File: src/rtl/alu_seq_pkg.sv
// Shared encodings for the ALU sequencer: ALU ops, B-shift codes, FSM states and status flag bits.
package alu_seq_pkg;

    typedef enum logic [1:0] {
        OpAdd  = 2'b00,
        OpSub  = 2'b01,
        OpAnd  = 2'b10,
        OpNotB = 2'b11
    } alu_op_e;

    typedef enum logic [1:0] {
        ShNone       = 2'b00,
        ShLeft       = 2'b01,
        ShRightLogic = 2'b10,
        ShRightArith = 2'b11
    } shift_e;

    typedef enum logic [2:0] {
        StIdle,
        StLoadA,
        StLoadB,
        StExec,
        StResp
    } state_e;

    localparam int unsigned Z_BIT = 0;
    localparam int unsigned N_BIT = 1;
    localparam int unsigned V_BIT = 2;

endpackage

File: src/rtl/alu_sequencer_alu.sv
// Combinational ALU core: add, sub, and, not-B, plus a zero flag.
module alu_sequencer_alu
    import alu_seq_pkg::*;
#(
    parameter int unsigned DATA_W = 16
) (
    input  logic [DATA_W-1:0] Ain,
    input  logic [DATA_W-1:0] Bin,
    input  logic [1:0]        ALUop,
    output logic [DATA_W-1:0] out,
    output logic              Z
);

    always_comb begin
        out = '0;
        unique case (ALUop)
            OpAdd:   out = Ain + Bin;
            OpSub:   out = Ain + ~Bin + DATA_W'(1);
            OpAnd:   out = Ain & Bin;
            OpNotB:  out = ~Bin;
            default: out = '0;
        endcase
    end

    assign Z = (out == '0);

endmodule

File: src/rtl/alu_sequencer.sv
// Five-state sequencer around the ALU core: accept, load A, load B, execute, respond.
// Optional build macro ALU_SEQ_SHIFT_EN enables the B-operand shifter in LOAD_B.
module alu_sequencer
    import alu_seq_pkg::*;
#(
    parameter int unsigned DATA_W = 16
) (
    input  logic              clk,
    input  logic              reset_n,
    input  logic              req_valid,
    output logic              req_ready,
    input  logic [1:0]        req_op,
    input  logic [DATA_W-1:0] req_a,
    input  logic [DATA_W-1:0] req_b,
    input  logic [1:0]        req_shift,
    input  logic              req_wr_status,
    output logic              resp_valid,
    input  logic              resp_ready,
    output logic [DATA_W-1:0] resp_data,
    output logic [2:0]        status,
    output logic              busy
);

    state_e            r_state;
    state_e            w_state_next;
    alu_op_e           r_op;
    logic              r_wr_status;
    logic [DATA_W-1:0] r_b_lat;
    logic [DATA_W-1:0] r_a;
    logic [DATA_W-1:0] r_b;
    logic [DATA_W-1:0] r_c;
    logic [2:0]        r_status;
    logic [DATA_W-1:0] w_b_shifted;
    logic [DATA_W-1:0] w_alu_out;
    logic              w_alu_z;
    logic              w_v;
    logic [2:0]        w_flags;

    always_comb begin
        w_state_next = r_state;
        unique case (r_state)
            StIdle:  if (req_valid) w_state_next = StLoadA;
            StLoadA: w_state_next = StLoadB;
            StLoadB: w_state_next = StExec;
            StExec:  w_state_next = StResp;
            StResp:  if (resp_ready) w_state_next = StIdle;
            default: w_state_next = StIdle;
        endcase
    end

    always_ff @(posedge clk or negedge reset_n) begin
        if (!reset_n) begin
            r_state     <= StIdle;
            r_op        <= OpAdd;
            r_wr_status <= 1'b0;
            r_b_lat     <= '0;
            r_a         <= '0;
            r_b         <= '0;
            r_c         <= '0;
            r_status    <= '0;
        end else begin
            r_state <= w_state_next;
            unique case (r_state)
                StIdle: begin
                    if (req_valid) begin
                        r_op        <= alu_op_e'(req_op);
                        r_b_lat     <= req_b;
                        r_wr_status <= req_wr_status;
                    end
                end
                StLoadA: r_a <= req_a;
                StLoadB: r_b <= w_b_shifted;
                StExec: begin
                    r_c <= w_alu_out;
                    if (r_wr_status) r_status <= w_flags;
                end
                default: ;
            endcase
        end
    end

`ifdef ALU_SEQ_SHIFT_EN
    shift_e r_shift;

    always_ff @(posedge clk or negedge reset_n) begin
        if (!reset_n) begin
            r_shift <= ShNone;
        end else if (r_state == StIdle && req_valid) begin
            r_shift <= shift_e'(req_shift);
        end
    end

    always_comb begin
        w_b_shifted = r_b_lat;
        unique case (r_shift)
            ShNone:       w_b_shifted = r_b_lat;
            ShLeft:       w_b_shifted = {r_b_lat[DATA_W-2:0], 1'b0};
            ShRightLogic: w_b_shifted = {1'b0, r_b_lat[DATA_W-1:1]};
            ShRightArith: w_b_shifted = {r_b_lat[DATA_W-1], r_b_lat[DATA_W-1:1]};
            default:      w_b_shifted = r_b_lat;
        endcase
    end
`else
    logic w_unused_shift;
    assign w_unused_shift = ^req_shift;
    assign w_b_shifted    = r_b_lat;
`endif

    alu_sequencer_alu #(
        .DATA_W (DATA_W)
    ) u_alu (
        .Ain   (r_a),
        .Bin   (r_b),
        .ALUop (r_op),
        .out   (w_alu_out),
        .Z     (w_alu_z)
    );

    // Signed overflow from operand/result sign bits; logical ops never overflow.
    always_comb begin
        w_v = 1'b0;
        unique case (r_op)
            OpAdd: w_v = (r_a[DATA_W-1] == r_b[DATA_W-1]) &&
                         (w_alu_out[DATA_W-1] != r_a[DATA_W-1]);
            OpSub: w_v = (r_a[DATA_W-1] != r_b[DATA_W-1]) &&
                         (w_alu_out[DATA_W-1] != r_a[DATA_W-1]);
            default: w_v = 1'b0;
        endcase
    end

    always_comb begin
        w_flags        = '0;
        w_flags[Z_BIT] = w_alu_z;
        w_flags[N_BIT] = w_alu_out[DATA_W-1];
        w_flags[V_BIT] = w_v;
    end

    assign req_ready  = (r_state == StIdle);
    assign resp_valid = (r_state == StResp);
    assign busy       = (r_state != StIdle);
    assign resp_data  = r_c;
    assign status     = r_status;

endmodule

File: config.mk
export PLATFORM = sky130hd
export DESIGN_NAME = alu_sequencer
export DESIGN_NICKNAME = d
export VERILOG_FILES = /design/src/rtl/alu_seq_pkg.sv /design/src/rtl/alu_sequencer_alu.sv /design/src/rtl/alu_sequencer.sv
export SDC_FILE = /design/constraint.sdc
export NUM_CORES = 1
export LEC_CHECK = 0
export ABC_AREA = 1
export CORE_AREA = 2 2 98 109
export CTS_BUF_LIST = sky130_fd_sc_hd__clkbuf_2 sky130_fd_sc_hd__clkbuf_4 sky130_fd_sc_hd__clkbuf_8
export CTS_CLUSTER_DIAMETER = 200
export CTS_CLUSTER_SIZE = 40
export DETAILED_ROUTE_END_ITERATION = 12
export DIE_AREA = 0 0 100 111
export GPL_ROUTABILITY_DRIVEN = 0
export PLACE_DENSITY = 0.75
export SYNTH_ARGS = -nofsm -noshare
export SYNTH_HDL_FRONTEND = slang
export SYNTH_SLANG_ARGS = --single-unit
File: constraint.sdc
create_clock -name clk -period 2.8 [get_ports clk]
set_input_delay 0.28 -clock clk [delete_from_list [all_inputs] [get_ports clk]]
set_output_delay 0.28 -clock clk [all_outputs]
set_load 0.01 [all_outputs]
==> results of run 1 <==
[metrics by stage]
stage | util | hold slack, ns | cell area [um^2]
floorplan | - | -0.0156 | 5160
global placement | 0.574 | 0.438 | 5830
detailed placement | 0.574 | 0.445 | 5830
CTS | 0.596 | 0.0788 | 6050
global route | 0.596 | 0.119 | 6050
finish | 0.596 | 0.0224 | 6050
[logic make-up after synthesis]
| family | after synthesis | share of synthesized area |
|---|---|---|
| xor+xnor | 2 | 0.00340 |
| compound gates | 97 | 0.103 |
| simple gates | 364 | 0.294 |
| mux | 23 | 0.0502 |
| flops | 73 | 0.354 |
| fa+ha+maj | 34 | 0.0854 |
| buf+inv | 139 | 0.110 |
[cell usage in the layout (no fill, tap or decap), types with 5 or more instances in the layout]
cell type / n
a21oi_1: 41
buf_4: 8
clkbuf_8: 9
clkdlybuf4s50_1: 59
dfrtp_1: 73
ha_1: 32
inv_1: 110
inv_2: 6
mux2_2: 23
nand2_1: 207
nand2_2: 7
nand3_1: 57
nand4_1: 7
nor2_1: 68
nor3_1: 5
o21ai_0: 37
o22ai_1: 8
[per-layer routing]
| metal | up-vias | track usage | wire length (um) |
|---|---|---|---|
| met5 | - | 0 | 0 |
| met4 | 0 | 0.118 | 543 |
| met3 | 42 | 0.0473 | 725 |
| met2 | 175 | 0.412 | 6170 |
| met1 | 2209 | 0.294 | 5420 |
| li1 | 2424 | - | - |
[worst max path at each step]
stage | start | end | slack [ns] | cells past startpoint
finish | r_b[0] | status[0] | 0.39 | 15
global route | r_b[2] | status[2] | 0.11 | 16
CTS | r_b[0] | status[0] | 0.40 | 15
detailed placement | r_b[0] | status[0] | 0.42 | 15
global placement | r_b[0] | status[0] | 0.47 | 15
floorplan | r_b[0] | status[0] | 0.84 | 15
[flip-flops by register name (all words and copies together), names as in the netlist]
signal	cells
r_a	16
r_b	16
r_b_lat	16
resp_data	16
r_state	3
status	3
r_op	2
r_wr_status	1
[worst register-to-register path, cell delays in order, from the launching register on]
cell and delay (ns):
dfrtp_1 0.43, ha_1 0.21, fa_1 0.41, inv_1 0.12
nand3_1 0.11, nand2_1 0.17, nand3_1 0.12, nand3_1 0.09
nand2_1 0.05, nand3_1 0.09, nand2_1 0.05, nor2_1 0.20
nand2_1 0.08, nor2_1 0.09, nand3_1 0.08, nand2_1 0.06
[cell type report]
| cell class | count | share of cell area |
|---|---|---|
| Timing Repair Buffer | 67 | 0.108 |
| Multi-Input combinational cell | 520 | 0.457 |
| Clock buffer | 11 | 0.0230 |
| Sequential cell | 73 | 0.302 |
| Tap cell | 123 | 0.0254 |
| Inverter | 116 | 0.0720 |
| Clock inverter | 5 | 0.0130 |
==> out/qor.yml, run 1 <==
port_buffers: 60
relSlewSlack: 0.395
synthTopCellsByCount: "nand2_1, inv_1, dfrtp_1"
die_h_um: 111
fin_nets: 862
timing.fmax_ghz: 0.414
multi_input_area_um2: 2760
setup_ws_ns: 0.386
core_area_um2: 10100
cp_cell_sequence: "ha_1 > fa_1 > inv_1 > nand3_1 > nand2_1 > nand3_1 > nand3_1 > nand2_1 > nand3_1 > nand2_1 > nor2_1 > nand2_1 > nor2_1 > nand3_1 > nand2_1"
synth_top_area_cell: "dfrtp_1"
post_drt_wl_per_cell_um: 14.0
cts_setup_buffers: 0
htree_levels: 3
drt-total-wl_um: 12900
path_clk_slew_ns: 0.08
endpoint_kind: "flip-flop"
cap_violations: 0
max_stage_delay_ns: 0.43
rrSetupSlack_ns: 0.39
final_antenna_net_count: 0
seq_area_um2: 1830
status: "completed"
min_path_type: "input port to asynchronous set/reset pin"
tightest_slew_ns: 0.907
ioPinCount: 63
cts_tree: "built"
pre_cts_slack_ns: 0.420
reg2reg_depth: 15
dieWidth_um: 100
first_global_vias: 4770
die_area_um2: 11100
crit_buf_inv: 1
synthDominantCellAreaShare: 0.354
cts_num_sinks: 73
cts-root-buf: "clkbuf_8"
yosysMostFrequentCell: "nand2_1"
cts_made_buffers: 9
cts_hold_buf: 0
syn2layout_area_growth_pct: 17.3
fin_crit_sh: 0.862
insertion_delay_ns: 0.36
syn_area_um2: 5160
synth_cells: 732
synth-async-reset-ratio: 1.00
viasPerCell: 5.30
synth.area.top_cells: "dfrtp_1, nand2_1, inv_1, ha_1, nand3_1"
drc: 0
critical-path-top-delay-family: "simple AND/OR/NAND/NOR gates"
synthFlopType: "dfrtp_1"
cpMaxStageDelayCell: "dfrtp_1"
initial_core_util: 0.508
fillers: 989
r2r-end: "status[0]"
grt.overflow.total: 0
yosysSeqAreaShare: 0.354
vias: 4850
yosys_warnings: 0
syn_nets: 807
grt_max_degree: 74
grtUsageTotal: 0.243
num_rows: 39
rsz0062_at_grt: "false"
dr.pass1.iters: 5
fin_cells: 915
worst-path-max-fanout: 5
criticalPathCategory: "flip-flop to flip-flop"
dp.cells: 899
fin_crit_ns: 2.41
arrival_ns: 2.72
antenna_found_initial: 0
antennaDiodeCount: 0
ys_seq_elements: 73
finalHoldViolations: 0
synth_edf_count: 0
grt_first_pass_wirelength_um: 21400
clockBufferDepth: 2
worstPathRequired_ns: 3.10
cts_resized: 0
fin_skew_ns: 0.0101
drive_above_1_share: 0.0859
startpoint_type: "flip-flop"
setup_viol: 0
slew_violations: 0
yosysUniqueCellTypes: 32
timing.rr.start: "r_b[0]"
drt_iter0_markers: 255
dp_hpwl_um: 10100
avgSynthCellArea_um2: 7.04
finalSetupTns_ns: 0
Power of run 1 is not shown: default switching activity piles up to over one toggle a cycle in this logic, so the estimate is an artifact.
==> run 2: changes to the inputs <==
- CTS_CLUSTER_SIZE: 40 -> not set
==> results of run 2 <==
No change in the layout: final DEF, timing and power equal those of run 1.
Power of run 2 is left out for the same reason.
